===== src/rtl/wb_dma_master_pkg.sv =====
// Shared definitions for the Wishbone DMA master: FSM encoding, register offsets and CTRL bit positions.
package wb_dma_master_pkg;

    typedef enum logic [1:0] {
        ST_IDLE  = 2'd0,
        ST_READ  = 2'd1,
        ST_WRITE = 2'd2
    } state_t;

    // Word offsets, decoded from wb_adr_i[3:2]
    localparam logic [1:0] REG_SRC  = 2'd0;
    localparam logic [1:0] REG_DST  = 2'd1;
    localparam logic [1:0] REG_LEN  = 2'd2;
    localparam logic [1:0] REG_CTRL = 2'd3;

    localparam int CTRL_START = 0;
    localparam int CTRL_BUSY  = 1;
    localparam int CTRL_DONE  = 2;
    localparam int CTRL_ERR   = 3;
    localparam int CTRL_IE    = 4;

endpackage


===== src/rtl/wb_dma_master_regs.sv =====
// Config-register slave for the DMA master: SRC/DST/LEN/CTRL decode, START pulse, DONE/ERR/IE and interrupt.
// Optional feature macro: DMA_IRQ_EN enables the IE bit and the int_o completion interrupt.
module wb_dma_regs
    import wb_dma_master_pkg::*;
#(
    parameter int LEN_W = 16
) (
    input  logic             i_clk,
    input  logic             i_rst,
    input  logic             i_cyc,
    input  logic             i_stb,
    input  logic             i_we,
    input  logic [1:0]       i_adr,
    input  logic [31:0]      i_dat,
    output logic [31:0]      o_dat,
    output logic             o_ack,
    input  logic             i_busy,
    input  logic             i_done_set,
    input  logic             i_err_set,
    output logic [29:0]      o_src,
    output logic [29:0]      o_dst,
    output logic [LEN_W-1:0] o_len,
    output logic             o_start,
    output logic             o_int
);

    logic [29:0]      r_src, r_dst;
    logic [LEN_W-1:0] r_len;
    logic             r_done, r_err, r_ie, r_ack, r_start;
    logic [31:0]      r_dat;

    logic             w_acc, w_wr, w_start;
    logic             w_done_nxt, w_err_nxt, w_ie_nxt;
    logic [31:0]      w_rdata;

    assign w_acc = i_cyc & i_stb & ~r_ack;
    assign w_wr  = w_acc & i_we;

    always_comb begin
        w_rdata = '0;
        case (i_adr)
            REG_SRC: w_rdata = {r_src, 2'b00};
            REG_DST: w_rdata = {r_dst, 2'b00};
            REG_LEN: w_rdata[LEN_W-1:0] = r_len;
            default: begin
                w_rdata[CTRL_BUSY] = i_busy;
                w_rdata[CTRL_DONE] = r_done;
                w_rdata[CTRL_ERR]  = r_err;
                w_rdata[CTRL_IE]   = r_ie;
            end
        endcase
    end

    // Status next-state; completion events from the FSM win over a same-cycle W1C.
    always_comb begin
        w_start    = 1'b0;
        w_done_nxt = r_done;
        w_err_nxt  = r_err;
        w_ie_nxt   = r_ie;
        if (w_wr && i_adr == REG_CTRL) begin
`ifdef DMA_IRQ_EN
            w_ie_nxt = i_dat[CTRL_IE];
`else
            w_ie_nxt = 1'b0;
`endif
            if (i_dat[CTRL_START] && !i_busy) begin
                w_start    = 1'b1;
                w_done_nxt = 1'b0;
                w_err_nxt  = 1'b0;
            end else begin
                if (i_dat[CTRL_DONE]) w_done_nxt = 1'b0;
                if (i_dat[CTRL_ERR])  w_err_nxt  = 1'b0;
            end
        end
        if (i_done_set) w_done_nxt = 1'b1;
        if (i_err_set)  w_err_nxt  = 1'b1;
    end

    always_ff @(posedge i_clk) begin
        if (i_rst) begin
            r_src   <= '0;
            r_dst   <= '0;
            r_len   <= '0;
            r_done  <= 1'b0;
            r_err   <= 1'b0;
            r_ie    <= 1'b0;
            r_ack   <= 1'b0;
            r_start <= 1'b0;
            r_dat   <= '0;
        end else begin
            r_ack   <= w_acc;
            r_start <= w_start;
            r_done  <= w_done_nxt;
            r_err   <= w_err_nxt;
            r_ie    <= w_ie_nxt;
            if (w_acc) r_dat <= w_rdata;
            if (w_wr && !i_busy) begin
                case (i_adr)
                    REG_SRC: r_src <= i_dat[31:2];
                    REG_DST: r_dst <= i_dat[31:2];
                    REG_LEN: r_len <= i_dat[LEN_W-1:0];
                    default: ;
                endcase
            end
        end
    end

`ifdef DMA_IRQ_EN
    logic r_int;
    always_ff @(posedge i_clk) begin
        if (i_rst) r_int <= 1'b0;
        else       r_int <= w_ie_nxt & w_done_nxt;
    end
    assign o_int = r_int;
`else
    assign o_int = 1'b0;
`endif

    assign o_dat   = r_dat;
    assign o_ack   = r_ack;
    assign o_src   = r_src;
    assign o_dst   = r_dst;
    assign o_len   = r_len;
    assign o_start = r_start;

endmodule


===== src/rtl/wb_dma_master.sv =====
// Single-channel Wishbone DMA: word-by-word read/write copy driven by an IDLE/READ/WRITE FSM.
// Optional feature macro: DMA_IRQ_EN (completion interrupt, handled in wb_dma_regs).
module wb_dma_master
    import wb_dma_master_pkg::*;
#(
    parameter int LEN_W = 16
) (
    input  logic        wb_clk_i,
    input  logic        wb_rst_i,
    input  logic        wb_cyc_i,
    input  logic        wb_stb_i,
    input  logic        wb_we_i,
    input  logic [31:0] wb_adr_i,
    input  logic [31:0] wb_dat_i,
    input  logic [3:0]  wb_sel_i,
    output logic [31:0] wb_dat_o,
    output logic        wb_ack_o,
    output logic        m_cyc_o,
    output logic        m_stb_o,
    output logic        m_we_o,
    output logic [31:0] m_adr_o,
    output logic [31:0] m_dat_o,
    output logic [3:0]  m_sel_o,
    input  logic [31:0] m_dat_i,
    input  logic        m_ack_i,
    input  logic        m_err_i,
    output logic        int_o
);

    state_t           r_state;
    logic [29:0]      r_src_ptr, r_dst_ptr;
    logic [LEN_W-1:0] r_remain;
    logic             r_m_cyc, r_m_stb, r_m_we;
    logic [31:0]      r_m_adr, r_m_dat;
    logic [3:0]       r_m_sel;

    logic [29:0]      w_src, w_dst;
    logic [LEN_W-1:0] w_len;
    logic             w_start, w_busy, w_len_zero, w_last;
    logic             w_done_set, w_err_set;
    logic             w_unused;

    assign w_unused   = &{1'b0, wb_sel_i, wb_adr_i[31:4], wb_adr_i[1:0]};
    assign w_busy     = (r_state != ST_IDLE);
    assign w_len_zero = (w_len == '0);
    assign w_last     = (r_remain == LEN_W'(1));

    // Error beats ack; only a strobed bus cycle can complete or fail.
    assign w_err_set  = r_m_stb & m_err_i;
    assign w_done_set = ((r_state == ST_IDLE) & w_start & w_len_zero)
                      | w_err_set
                      | ((r_state == ST_WRITE) & r_m_stb & m_ack_i & w_last);

    wb_dma_regs #(.LEN_W(LEN_W)) u_regs (
        .i_clk      (wb_clk_i),
        .i_rst      (wb_rst_i),
        .i_cyc      (wb_cyc_i),
        .i_stb      (wb_stb_i),
        .i_we       (wb_we_i),
        .i_adr      (wb_adr_i[3:2]),
        .i_dat      (wb_dat_i),
        .o_dat      (wb_dat_o),
        .o_ack      (wb_ack_o),
        .i_busy     (w_busy),
        .i_done_set (w_done_set),
        .i_err_set  (w_err_set),
        .o_src      (w_src),
        .o_dst      (w_dst),
        .o_len      (w_len),
        .o_start    (w_start),
        .o_int      (int_o)
    );

    // A state entered with strobe low spends one idle cycle as the inter-cycle gap.
    always_ff @(posedge wb_clk_i) begin
        if (wb_rst_i) begin
            r_state   <= ST_IDLE;
            r_src_ptr <= '0;
            r_dst_ptr <= '0;
            r_remain  <= '0;
            r_m_cyc   <= 1'b0;
            r_m_stb   <= 1'b0;
            r_m_we    <= 1'b0;
            r_m_adr   <= '0;
            r_m_dat   <= '0;
            r_m_sel   <= '0;
        end else begin
            case (r_state)
                ST_IDLE: begin
                    if (w_start && !w_len_zero) begin
                        r_src_ptr <= w_src;
                        r_dst_ptr <= w_dst;
                        r_remain  <= w_len;
                        r_m_cyc   <= 1'b1;
                        r_m_stb   <= 1'b1;
                        r_m_we    <= 1'b0;
                        r_m_sel   <= 4'hF;
                        r_m_adr   <= {w_src, 2'b00};
                        r_state   <= ST_READ;
                    end
                end
                ST_READ: begin
                    if (!r_m_stb) begin
                        r_m_cyc <= 1'b1;
                        r_m_stb <= 1'b1;
                        r_m_we  <= 1'b0;
                        r_m_adr <= {r_src_ptr, 2'b00};
                    end else if (m_err_i) begin
                        r_m_cyc <= 1'b0;
                        r_m_stb <= 1'b0;
                        r_state <= ST_IDLE;
                    end else if (m_ack_i) begin
                        r_m_dat <= m_dat_i;
                        r_m_cyc <= 1'b0;
                        r_m_stb <= 1'b0;
                        r_state <= ST_WRITE;
                    end
                end
                ST_WRITE: begin
                    if (!r_m_stb) begin
                        r_m_cyc <= 1'b1;
                        r_m_stb <= 1'b1;
                        r_m_we  <= 1'b1;
                        r_m_adr <= {r_dst_ptr, 2'b00};
                    end else if (m_err_i) begin
                        r_m_cyc <= 1'b0;
                        r_m_stb <= 1'b0;
                        r_m_we  <= 1'b0;
                        r_state <= ST_IDLE;
                    end else if (m_ack_i) begin
                        r_m_cyc   <= 1'b0;
                        r_m_stb   <= 1'b0;
                        r_m_we    <= 1'b0;
                        r_remain  <= r_remain - LEN_W'(1);
                        r_src_ptr <= r_src_ptr + 30'd1;
                        r_dst_ptr <= r_dst_ptr + 30'd1;
                        r_state   <= w_last ? ST_IDLE : ST_READ;
                    end
                end
                default: r_state <= ST_IDLE;
            endcase
        end
    end

    assign m_cyc_o = r_m_cyc;
    assign m_stb_o = r_m_stb;
    assign m_we_o  = r_m_we;
    assign m_adr_o = r_m_adr;
    assign m_dat_o = r_m_dat;
    assign m_sel_o = r_m_sel;

endmodule

===== config.mk =====
export PLATFORM = sky130hd
export DESIGN_NAME = wb_dma_master
export DESIGN_NICKNAME = d
export VERILOG_FILES = /design/src/rtl/wb_dma_master_pkg.sv /design/src/rtl/wb_dma_master_regs.sv /design/src/rtl/wb_dma_master.sv
export SDC_FILE = /design/constraint.sdc
export NUM_CORES = 1
export LEC_CHECK = 0
export CAP_MARGIN = 5
export CORE_AREA = 3 3 157 190
export DETAILED_ROUTE_END_ITERATION = 6
export DIE_AREA = 0 0 160 193
export PLACE_DENSITY = 0.7
export SYNTH_ARGS = -nofsm -noshare
export SYNTH_HDL_FRONTEND = slang
export SYNTH_SLANG_ARGS = --single-unit

===== constraint.sdc =====
create_clock -name wb_clk_i -period 2.2 [get_ports wb_clk_i]
set_clock_uncertainty 0.1 [all_clocks]
set_input_delay 0.33 -clock wb_clk_i [delete_from_list [all_inputs] [get_ports wb_clk_i]]
set_output_delay 0.33 -clock wb_clk_i [all_outputs]
set_load 0.02 [all_outputs]

==> impl_metrics.ini, run 1 <==
[power_and_ir_drop]
intPower_w = 0.007868
p_seq_frac = 0.456
switching_share = 0.2422
vdd_ir_drop_max_mv = 0.5414
p_clk_frac = 0.449
combPwrFrac = 0.095
p_sw_w = 0.002515
power.leakage_nw = 5.557
power.density_nw_per_um2 = 633.2

[grt]
grt_use_met2 = 0.4307
grt_pass1_vias = 12210
grt_pass1_wl_um = 65840
grtUsageTotal = 0.2590
busiest_layer = met2
grt_max_degree = 104
antenna_found_initial = 0
met1_usage = 0.3370
overflow = 0
grt_use_met3 = 0.05299

[critical_path]
path_max_fanout = 6
crit_type = reg -> reg
arrival_ps = 2590
start_kind = flop
worstPathRequired_ps = 2560
crit_path_end_kind = flop

[floorplanning]
io_pins = 212
rows = 67
start_util = 0.4413
core_area_um2 = 28000
die_y_um = 193
die-area_um2 = 30880
die_w_um = 160

[cts]
cts_root_buffer = clkbuf_16
clock-sinks = 256
cts_tree = built
cts_buffer_depth = 3
clk_latency_ps = 550
hold_buffers = 0
cts.clk_slew.worst_paths_ps = 60
cts_max_level = 1
numCtsBuffers = 27

[place]
gp_congestion = 0.9727
portBuffers = 174
dp_cells = 2154
dp_hpwl_um = 29840
preCtsSetupSlack_ps = -226.2

[final_layout]
drive_above_1_share = 0.1296
nNetsFinal = 1923
mostFrequentLayoutCells = nand2_1 (307), dfxtp_1 (253), a21oi_1 (217)
diodes = 0
fin_cells = 2207
area.growth.synth_to_final_pct = 32.70
layout_commonest_cell = nand2_1
finish.utilization = 0.5856

[sta]
grt_setup_unrepaired = true
fin_tns_setup_ps = -23.40
slew-limit-headroom = 0.6207
hold_viol = 0
fin_ws_ps = -23.40
drv_slew = 0
setup_viol = 1
finalCritPeriodShare = 1.011
finalCriticalPeriod_ps = 2223
tightestPinTransition_ps = 563.8
clock.fmax_mhz = 449.8

[yosys]
synth_area_leaders = dfxtp_1 (41%), nand2_1 (9.3%), a21oi_1 (8.8%)
synth-edff-count = 0
synthesis.area_um2 = 12360
ys_seq_area_frac = 0.4147
async_flop_share = 0
synth_top_area_frac = 0.4147
yosys_warnings = 0
netlist_instances = 1594
avgSynthCellArea_um2 = 7.752
synth_top_area_cell = dfxtp_1
synthFlopType = dfxtp_1
synth.distinct_cells = 65
ys_ff_latch = 256

[drt]
antenna_left = 0
wl_um = 41800
first_iter_violations = 1275
post_drt_wl_per_cell_um = 18.94
drcViolationCount = 0
firstDrtPassIters = 6
viasPerCell = 5.836
num_vias = 12880

[flow_run]
drv_cap = 0

[outcome]
status = finished, violations left
violations = setup timing

[worst_hold_path]
min_path_type = in -> reg
==> layout make-up <==
| class | count | area (µm²) |
|---|---|---|
| clock buffers | 41 | 808.3 |
| clock inverters | 8 | 93.84 |
| fillers | 2531 | 11600 |
| inverters | 28 | 106.4 |
| multi-input cells | 1170 | 6656 |
| flip-flops and latches | 256 | 5129 |
| well taps | 379 | 474.2 |
| repair buffers | 325 | 3129 |
==> flip-flops by register name, summed over array words and instances (netlist names), 2 cells and up <==
register / count
r_src_ptr: 30
m_dat_o: 32
r_dst_ptr: 30
u_regs.o_src: 30
u_regs.o_len: 16
r_state: 2
m_adr_o: 30
r_remain: 16
u_regs.o_dst: 30
u_regs.o_dat: 32
==> cells in the mapped netlist (8+ instances only) <==
cell type and count:
nor2b_1 22, o211ai_1 33, nor4_1 17, a22oi_1 29, a211oi_1 17, clkbuf_1 120
ha_1 8, nand4_1 28, inv_1 26, nor3_1 56, buf_2 10, o21ai_0 59
nand3_1 25, dfxtp_1 256, a31oi_1 9, mux2i_1 63, o32ai_1 32, nor2_1 104
nand2_1 307, and3_1 11, a21oi_1 218, or3_1 13, o31a_1 16
==> final timing paths <==
kind | cells past startpoint | slack [ps] | to | startpoint
min | 3 | 220 | m_adr_o[12] | wb_rst_i
max | 5 | -20 | r_dst_ptr[25] | r_dst_ptr[0]
min reg2reg | 2 | 350 | m_dat_o[11] | m_dat_o[11]
max reg2reg | 5 | -20 | r_dst_ptr[25] | r_dst_ptr[0]
==> per-stage QoR <==
stage               cell area, µm²  hold WS, ps  power (W)
finish                       16400        216.4    0.01038
detailed placement           15380        346.5   0.005779
global route                 16400        224.8    0.01071
CTS                          16310        200.2    0.01043
floorplan                    12370        343.7   0.005283
global placement             15380        340.7   0.005762
==> cell families (layout without fill, tap and decap cells) <==
family          after synthesis  count (layout)  share of synthesized area
buf+inv                     170             402                    0.05458
other cells                   1               3                  0.0003035
mux                          68              68                    0.05741
fa+ha+maj                     8               8                   0.008101
flops                       256             256                     0.4147
simple gates                627             627                     0.2312
compound gates              464             464                     0.2337
==> worst max-delay path: stages, from the launching register on <==
cell and delay, ps:
dfxtp_2 360, nand4_1 230, or4_4 590, or4_4 490, o31a_1 270, o32ai_2 110
==> per-layer routing <==
metal	vias up	part of all wire
li1	6127	-
met1	6045	0.41
met5	-	0
met4	0	0.035
met2	602	0.46
met3	106	0.090
==> timing repair <==
item	in CTS	in global routing
buffers inserted	0	3
gates resized for setup	8	8
endpoints found under the hold margin	0	0
setup endpoints to repair	12	42
pin swaps	3	4
cloned	0	1
==> power groups by stage <==
stage / sequential (W) / combinational [W] / clock (W)
6_report: 0.00473 / 0.000991 / 0.00466
5_1_grt: 0.00473 / 0.00106 / 0.00492
4_1_cts: 0.00473 / 0.000955 / 0.00474
3_5_place_dp: 0.00483 / 0.000949 / 0
3_3_place_gp: 0.00483 / 0.000934 / 0
2_1_floorplan: 0.00484 / 0.000438 / 0
No activity file was read; power rests on OpenSTA's default activity.
==> inputs of run 2 (changes only) <==
--- a/config.mk
+++ b/config.mk
@@ -13,3 +13,4 @@
 export SYNTH_ARGS = -nofsm -noshare
 export SYNTH_HDL_FRONTEND = slang
 export SYNTH_SLANG_ARGS = --single-unit
+export TNS_END_PERCENT = 20
==> impl_metrics.ini, run 2 (same netlist as run 1, synthesis figures left out) <==
[outcome]
status = complete, no violations

[critical_path]
crit_path_end_kind = flop
arrival_ps = 2540
crit_path_max_incr_delay_ps = 570
start_kind = flop
r2r_setup_slack_ps = 20
crit_type = reg -> reg
worstPathRequired_ps = 2560
path_common_cell = or4_4
slowest_stage = or4_4
path_buf_inv = 0
cp_top_family = simple AND/OR/NAND/NOR gates
path_max_fanout = 6
crit_path_cell_trace = nand4_1 -> or4_4 -> or4_4 -> o31a_1 -> o32ai_2

[sta]
slew-limit-headroom = 0.6187
grt_setup_unrepaired = true
tightestPinTransition_ps = 566.7
setup_viol = 0
clock.fmax_mhz = 458.2
finalCritPeriodShare = 0.9920
finalCriticalPeriod_ps = 2182
drv_slew = 0
fin_hold_ws_ps = 216.8
hold_viol = 0

[grt]
overflow = 0
grt_pass1_vias = 12210
grt_pass1_wl_um = 65840
grtUsageTotal = 0.2590
grt_max_degree = 104
antenna_found_initial = 0

[cts]
cts.clk_slew.worst_paths_ps = 60
cts_tree = built
cts_max_level = 1
numCtsBuffers = 27
cts_buffer_depth = 3
clock-sinks = 256
cts_root_buffer = clkbuf_16
hold_buffers = 0
clk_latency_ps = 550

[power_and_ir_drop]
power.leakage_nw = 5.557
power.density_nw_per_um2 = 633.5
intPower_w = 0.007869
p_sw_w = 0.002520
p_seq_frac = 0.455
p_clk_frac = 0.449
combPwrFrac = 0.095
vdd_ir_drop_max_mv = 0.5434
switching_share = 0.2425

[place]
portBuffers = 174
gp_congestion = 0.9727
placed_cell_area_um2 = 15380
dp_hpwl_um = 29840

[final_layout]
mostFrequentLayoutCells = nand2_1 (307), dfxtp_1 (253), a21oi_1 (217)
final_area_um2 = 16400
drive_above_1_share = 0.1296
diodes = 0
nNetsFinal = 1923
layout_commonest_cell = nand2_1
area.growth.synth_to_final_pct = 32.70

[drt]
antenna_left = 0
post_drt_wl_per_cell_um = 18.91
num_vias = 12900
first_iter_violations = 1263
firstDrtPassIters = 6
drcViolationCount = 0
wl_um = 41750
viasPerCell = 5.845

[floorplanning]
rows = 67
core_area_um2 = 28000
die_y_um = 193
start_util = 0.4413
die_w_um = 160
io_pins = 212
die-area_um2 = 30880

[worst_hold_path]
min_path_type = in -> reg

[flow_run]
drv_cap = 0
## run 2: cell counts in the layout (fill, tap and decap cells not counted)
Identical to the previous run, type by type.
## run 2: path summary, 6_finish.rpt
path,depth (start not counted),start,to
max,5,r_dst_ptr[0],r_dst_ptr[25]
min,3,wb_rst_i,m_adr_o[12]
max reg2reg,5,r_dst_ptr[0],r_dst_ptr[25]
min reg2reg,2,m_adr_o[24],m_adr_o[24]
## run 2: power groups by stage
stage	sequential (W)	combinational [W]	clock, W
after floorplan	0.00484	0.000438	0
after global placement	0.00483	0.000934	0
after detailed placement	0.00483	0.000949	0
after CTS	0.00473	0.000955	0.00474
after global routing	0.00473	0.00106	0.00492
final	0.00473	0.000991	0.00467
## run 2: repair_timing
item / in CTS / in global routing
endpoints found under the hold margin: 0 / 0
setup buffers: 0 / 3
endpoints found under the setup margin: 12 / 42
gates resized for setup: 8 / 8
gates cloned: 0 / 1
pin swaps: 3 / 4
## run 2: area by class of cell
type | count | area, µm²
Multi-Input combinational cell | 1170 | 6656
Timing Repair Buffer | 325 | 3129
Clock inverter | 8 | 93.84
Sequential cell | 256 | 5129
Tap cell | 379 | 474.2
Fill cell | 2531 | 11600
Clock buffer | 41 | 808.3
Inverter | 28 | 106.4
## run 2: per-layer routing
layer	vias to the layer above	share of wire	GRT usage	wire length (µm)
met2	625	0.46	0.4307	19350
met1	6035	0.41	0.3370	17210
met5	-	0	0	0
met3	104	0.090	0.05299	3769
met4	0	0.034	0.09115	1408
li1	6136	-	-	-
## run 2: tightest hold or removal path, stage by stage
cell,delay (ps)
buf_6,100
buf_12,220
a21oi_1,160
## run 2: stage by stage
step / worst slack, ps / setup TNS [ps] / power (W) / util / instances
6_report: 17.60 / 0 / 0.01039 / 0.5856 / 2207
5_1_grt: -59.02 / -192.9 / 0.01071 / 0.5856 / 2207
4_1_cts: -15.07 / -15.07 / 0.01043 / 0.5824 / 2203
3_5_place_dp: -226.2 / -6280 / 0.005779 / 0.5494 / 2154
3_3_place_gp: -161.8 / -2882 / 0.005762 / 0.5494 / 2154
2_1_floorplan: 3.660 / 0 / 0.005283 / - / 1596
